### config.mk
export PLATFORM = sky130hd
export DESIGN_NAME = instr_stream_encoder
export DESIGN_NICKNAME = d
export VERILOG_FILES = /design/src/rtl/instr_stream_encoder_pkg.sv /design/src/rtl/instr_stream_encoder_opcode_legal_check.sv /design/src/rtl/instr_stream_encoder.sv
export SDC_FILE = /design/constraint.sdc
export NUM_CORES = 1
export LEC_CHECK = 0
export CAP_MARGIN = 15
export CORE_ASPECT_RATIO = 1.75
export CORE_MARGIN = 2
export CORE_UTILIZATION = 40
export CTS_CLUSTER_DIAMETER = 50
export DETAILED_ROUTE_END_ITERATION = 10
export PLACE_DENSITY = 0.73
export SLEW_MARGIN = 20
export SYNTH_ARGS = -nofsm -noshare
export SYNTH_HDL_FRONTEND = slang
export SYNTH_SLANG_ARGS = --single-unit
### constraint.sdc
create_clock -name clk -period 1.5 [get_ports clk]
set_input_delay 0.225 -clock clk [delete_from_list [all_inputs] [get_ports clk]]
set_output_delay 0.225 -clock clk [all_outputs]
set_load 0.03 [all_outputs]
### src/rtl/instr_stream_encoder_pkg.sv
// +----------------------------------------------------------------------+
// | instr_pkg: opcodes, error codes and FSM encoding for the encoder     |
// | Revision: 1.0                                                        |
// +----------------------------------------------------------------------+
`default_nettype none

package instr_pkg;

  localparam logic [3:0] OP_AND = 4'd0;
  localparam logic [3:0] OP_OR  = 4'd1;
  localparam logic [3:0] OP_ADD = 4'd2;
  localparam logic [3:0] OP_SUB = 4'd6;
  localparam logic [3:0] OP_SLT = 4'd7;
  localparam logic [3:0] OP_LW  = 4'd8;
  localparam logic [3:0] OP_SW  = 4'd10;
  localparam logic [3:0] OP_BNE = 4'd14;
  localparam logic [3:0] OP_JMP = 4'd15;

  localparam logic [1:0] ERR_NONE     = 2'b00;
  localparam logic [1:0] ERR_ILLEGAL  = 2'b01;
  localparam logic [1:0] ERR_OVERFLOW = 2'b10;

  typedef enum logic [1:0] {
    S_IDLE   = 2'd0,
    S_ACCEPT = 2'd1,
    S_WRITE  = 2'd2,
    S_DONE   = 2'd3
  } state_t;

endpackage

`default_nettype wire

### src/rtl/instr_stream_encoder_opcode_legal_check.sv
// +----------------------------------------------------------------------+
// | opcode_legal_check: flags whether a 4-bit opcode is implemented      |
// | Revision: 1.0                                                        |
// +----------------------------------------------------------------------+
`default_nettype none

module opcode_legal_check
  import instr_pkg::*;
(
  input  logic [3:0] opcode,
  output logic       legal
);

  always_comb begin
    legal = 1'b0;
    case (opcode)
      OP_AND, OP_OR, OP_ADD, OP_SUB, OP_SLT,
      OP_LW, OP_SW, OP_BNE, OP_JMP: legal = 1'b1;
      default:                       legal = 1'b0;
    endcase
  end

endmodule

`default_nettype wire

### src/rtl/instr_stream_encoder.sv
// +----------------------------------------------------------------------+
// | instr_stream_encoder: packs instruction field beats into 16-bit      |
// | words and writes them sequentially into instruction memory.          |
// | Revision: 1.0                                                        |
// +----------------------------------------------------------------------+
`default_nettype none

module instr_stream_encoder
  import instr_pkg::*;
#(
  parameter int ADDR_W    = 8,
  parameter int BASE_ADDR = 0,
  parameter int DEPTH     = 256
) (
  input  logic              clk,
  input  logic              rst_n,
  input  logic              start,
  input  logic              in_valid,
  output logic              in_ready,
  input  logic [3:0]        in_opcode,
  input  logic [3:0]        in_f1,
  input  logic [3:0]        in_f2,
  input  logic [3:0]        in_f3,
  input  logic              in_last,
  output logic              mem_we,
  output logic [ADDR_W-1:0] mem_addr,
  output logic [15:0]       mem_wdata,
  output logic              busy,
  output logic              done,
  output logic [1:0]        err,
  output logic [3:0]        err_opcode,
  output logic [ADDR_W:0]   count
);

  localparam logic [ADDR_W-1:0] C_BASE = ADDR_W'(BASE_ADDR);
  localparam logic [ADDR_W-1:0] C_LAST = ADDR_W'(BASE_ADDR + DEPTH - 1);

  state_t r_state;
  state_t w_next;
  logic   r_last;
  logic   w_legal;
  logic   w_accept;
  logic   w_at_last;

  opcode_legal_check u_legal (
    .opcode (in_opcode),
    .legal  (w_legal)
  );

  assign w_accept  = in_valid && in_ready;
  assign w_at_last = (mem_addr == C_LAST);
  assign mem_we    = (r_state == S_WRITE);

  always_ff @(posedge clk or negedge rst_n) begin
    if (!rst_n) begin
      r_state <= S_IDLE;
    end else begin
      r_state <= w_next;
    end
  end

  always_comb begin
    w_next = r_state;
    case (r_state)
      S_IDLE:   if (start) w_next = S_ACCEPT;
      S_ACCEPT: if (w_accept) w_next = w_legal ? S_WRITE : S_DONE;
      S_WRITE:  w_next = (r_last || w_at_last) ? S_DONE : S_ACCEPT;
      S_DONE:   w_next = S_IDLE;
      default:  w_next = S_IDLE;
    endcase
  end

  // Handshake/status outputs are registered off the next state so they
  // line up with the state they describe.
  always_ff @(posedge clk or negedge rst_n) begin
    if (!rst_n) begin
      in_ready   <= 1'b0;
      busy       <= 1'b0;
      done       <= 1'b0;
      err        <= ERR_NONE;
      err_opcode <= 4'd0;
      count      <= '0;
      mem_addr   <= C_BASE;
      mem_wdata  <= 16'd0;
      r_last     <= 1'b0;
    end else begin
      in_ready <= (w_next == S_ACCEPT);
      busy     <= (w_next != S_IDLE);
      done     <= (w_next == S_DONE);
      case (r_state)
        S_IDLE: begin
          if (start) begin
            err        <= ERR_NONE;
            err_opcode <= 4'd0;
            count      <= '0;
            mem_addr   <= C_BASE;
          end
        end
        S_ACCEPT: begin
          if (w_accept) begin
            if (w_legal) begin
              mem_wdata <= {in_opcode, in_f1, in_f2, in_f3};
              r_last    <= in_last;
            end else begin
              err        <= ERR_ILLEGAL;
              err_opcode <= in_opcode;
            end
          end
        end
        S_WRITE: begin
          count <= count + (ADDR_W+1)'(1);
          // A last beat landing on the final address ends cleanly.
          if (!r_last) begin
            if (w_at_last) begin
              err <= ERR_OVERFLOW;
            end else begin
              mem_addr <= mem_addr + ADDR_W'(1);
            end
          end
        end
        default: ;
      endcase
    end
  end

endmodule

`default_nettype wire

==> metrics.yaml <==
grt:
  grt_pass1_vias: 1678
  grt_antenna_before_repair: 0
  grt_pass1_wl_um: 7800
  track_usage_pct: 17.7
  gr-total-overflow: 0
  grt_max_degree: 29
logic_synthesis:
  synth_cells: 177
  yosysWarnings: 0
  syn_nets: 200
  synth_flop_cell: "dfrtp_1"
  async_flop_share_pct: 100
  synth_edf_count: 0
  yosysUniqueCellTypes: 40
  yosysSeqAreaShare_pct: 55.1
  synth_seq_cells: 45
  syn_area_sq_um: 2040
  avgSynthCellArea_sq_um: 11.5
setup_path:
  worstSetupPathType: "register to register"
  crit_arrival_ns: 1.78
  crit_required_ns: 1.73
  rr_endpoint: "mem_addr[5]$_DFFE_PN0P_"
  r2r_cells: 6
  reg2reg_from: "r_state[1]$_DFF_PN0_"
  critPathMaxFanout: 5
  crit_end: "mem_addr[5]$_DFFE_PN0P_"
  critPathLaunch: "r_state[1]$_DFF_PN0_"
  crit_path_end_kind: "register"
  cp-start-kind: "register"
  reg2reg_slack_ns: -0.05
sta:
  fmaxAchievable_mhz: 645
  worstMarginPinSlew_ns: 0.458
  hold_violations: 0
  setup_viol: 11
  rsz0062_at_grt: "true"
  fin_crit_ns: 1.55
  period_share_pct: 103
  drv_slew: 0
  fin_ws_ns: -0.0507
  slew-limit-headroom_pct: 69.4
  fin_skew_ns: 0.00512
pwr:
  power_density_nw_per_um2: 1740
  vdd_ir_drop_max_uv: 1550
  p_leak_uw: 0.00157
layout:
  final_cells: 334
  layout_commonest_cell: "dlygate4sd2_1"
  multiInputGateArea_sq_um: 991
  nets: 302
  fillerInstances: 415
  fin_util_pct: 64.3
  regArea_sq_um: 1140
  area_growth_pct: 55.4
  drive_gt1_share_pct: 29.3
  layout_common_cells: "dlygate4sd2_1 (41), dfrtp_1 (37), buf_4 (32)"
  diodes: 0
detailed_routing:
  dr.pass1.iters: 4
  drt-vias-per-instance: 5.14
  wl_per_cell_um: 14.7
  routed_wl_um: 4900
  ant_nets: 0
  drt-initial-drc-count: 26
  vias: 1718
  drc: 0
placed_design:
  place.gp.congestion: 0.778
  pre_cts_ws_ns: -0.373
  placedCellCount: 314
  place.port_buffers: 63
  dpl.hpwl_um: 3540
outcome:
  violations: "setup timing"
  status: "complete, but fails checks"
run:
  maxCapViolations: 0
die:
  rows: 34
  dieHeight_um: 98.5
  core_sq_um: 4930
  die_area_sq_um: 5720
  io_pins: 64
  die_w_um: 58.0
  start_util_pct: 41.4
clocking:
  cts_tree: "done"
  cts_buffer_depth: 2
  cts_inserted_buffers: 5
  clkTransAtPathRegs_ns: 0.08
  clock-sinks: 45
  htree_num_levels: 2
  root_buffer: "clkbuf_8"
  clk_latency_ns: 0.30
hold_path:
  hp-class: "input pin to asynchronous set/reset pin"
==> routing by layer <==
layer | vias up | wire length, um | GRT usage (%)
li1 | 843 | - | -
met1 | 829 | 2030 | 21.0
met2 | 38 | 2580 | 29.8
met3 | 8 | 189 | 3.94
met4 | 0 | 98 | 8.41
met5 | - | 0 | 0
==> worst max-delay path, stage by stage (launching register included) <==
cell and delay (ns):
dfrtp_2 0.44, buf_4 0.14, buf_4 0.13, nand2b_4 0.10, nor3_4 0.05, or4_1 0.46, a21oi_1 0.14
==> report_power, final <==
group | total, uW | switching (uW) | internal, uW
Clock | 754 | 432 | 322
Sequential | 1930 | 298 | 1640
Combinational | 2830 | 1600 | 1240
==> synthesized netlist by cell type (4+ instances only) <==
library cell / n / share of area [%]
a21oi_1: 8 / 2.0
and3_1: 4 / 1.2
dfrtp_1: 45 / 55
inv_1: 5 / 0.92
mux2_1: 10 / 5.5
mux2_2: 9 / 5.0
mux2i_1: 8 / 3.9
nand2_1: 24 / 4.4
nand3_1: 5 / 1.2
nand4_1: 4 / 1.2
o21ai_0: 7 / 1.7
o31ai_1: 5 / 1.8
==> stage by stage <==
step           instance area [sq um]  power [uW]  hold slack (ns)  TNS, ns
6_report                        3170        5520            0.401   -0.208
5_1_grt                         3170        5830            0.423    -1.38
4_1_cts                         3070        5420            0.414  -0.0868
3_5_place_dp                    2960        4810            0.211   -10.50
3_3_place_gp                    2960        4760            0.204   -10.09
2_1_floorplan                   2110        3580          -0.0706   -0.236
==> worst min path at each step <==
| stage | start | to | cells after the start |
|---|---|---|---|
| finish | rst_n | err_opcode[0]$_DFFE_PN0P_ | 2 |
| global route | rst_n | err_opcode[0]$_DFFE_PN0P_ | 2 |
| CTS | rst_n | mem_wdata[12]$_DFFE_PN0P_ | 2 |
| detailed placement | rst_n | mem_wdata[12]$_DFFE_PN0P_ | 1 |
| global placement | rst_n | mem_wdata[12]$_DFFE_PN0P_ | 1 |
| floorplan | rst_n | busy$_DFF_PN0_ | 0 |
==> repair_timing <==
item                                   4_1_cts  5_1_grt
hold buffers                                 1        0
cloned                                       0        1
setup endpoints to repair                   66       33
pin swaps                                    3        9
resized for setup                           51       12
setup buffers                                5        5
endpoints found under the hold margin       17        0
==> state kept, by name, indices dropped and copies added, names as in the netlist <==
name,count
err_opcode,4
r_state,2
err,2
done,1
r_last,1
busy,1
in_ready,1
count,9
mem_addr,8
mem_wdata,16
==> area by class of cell <==
cell class,instances,share of cell area (%)
flip-flops and latches,45,35.8
multi-input cells,122,31.2
repair buffers,99,27.4
clock buffers,5,2.17
well taps,54,2.13
inverters,6,0.788
clock inverters,3,0.552
==> logic make-up (layout without fill, tap and decap cells) <==
logic type      after synthesis  count (layout)  share of synthesized area, %
buf+inv                      11             113                          2.69
mux                          27              27                          14.4
fa+ha+maj                     2               2                          1.22
simple gates                 58              59                          14.7
flops                        45              45                          55.1
compound gates               34              34                          11.9
Power figures use the tool's default switching activity.
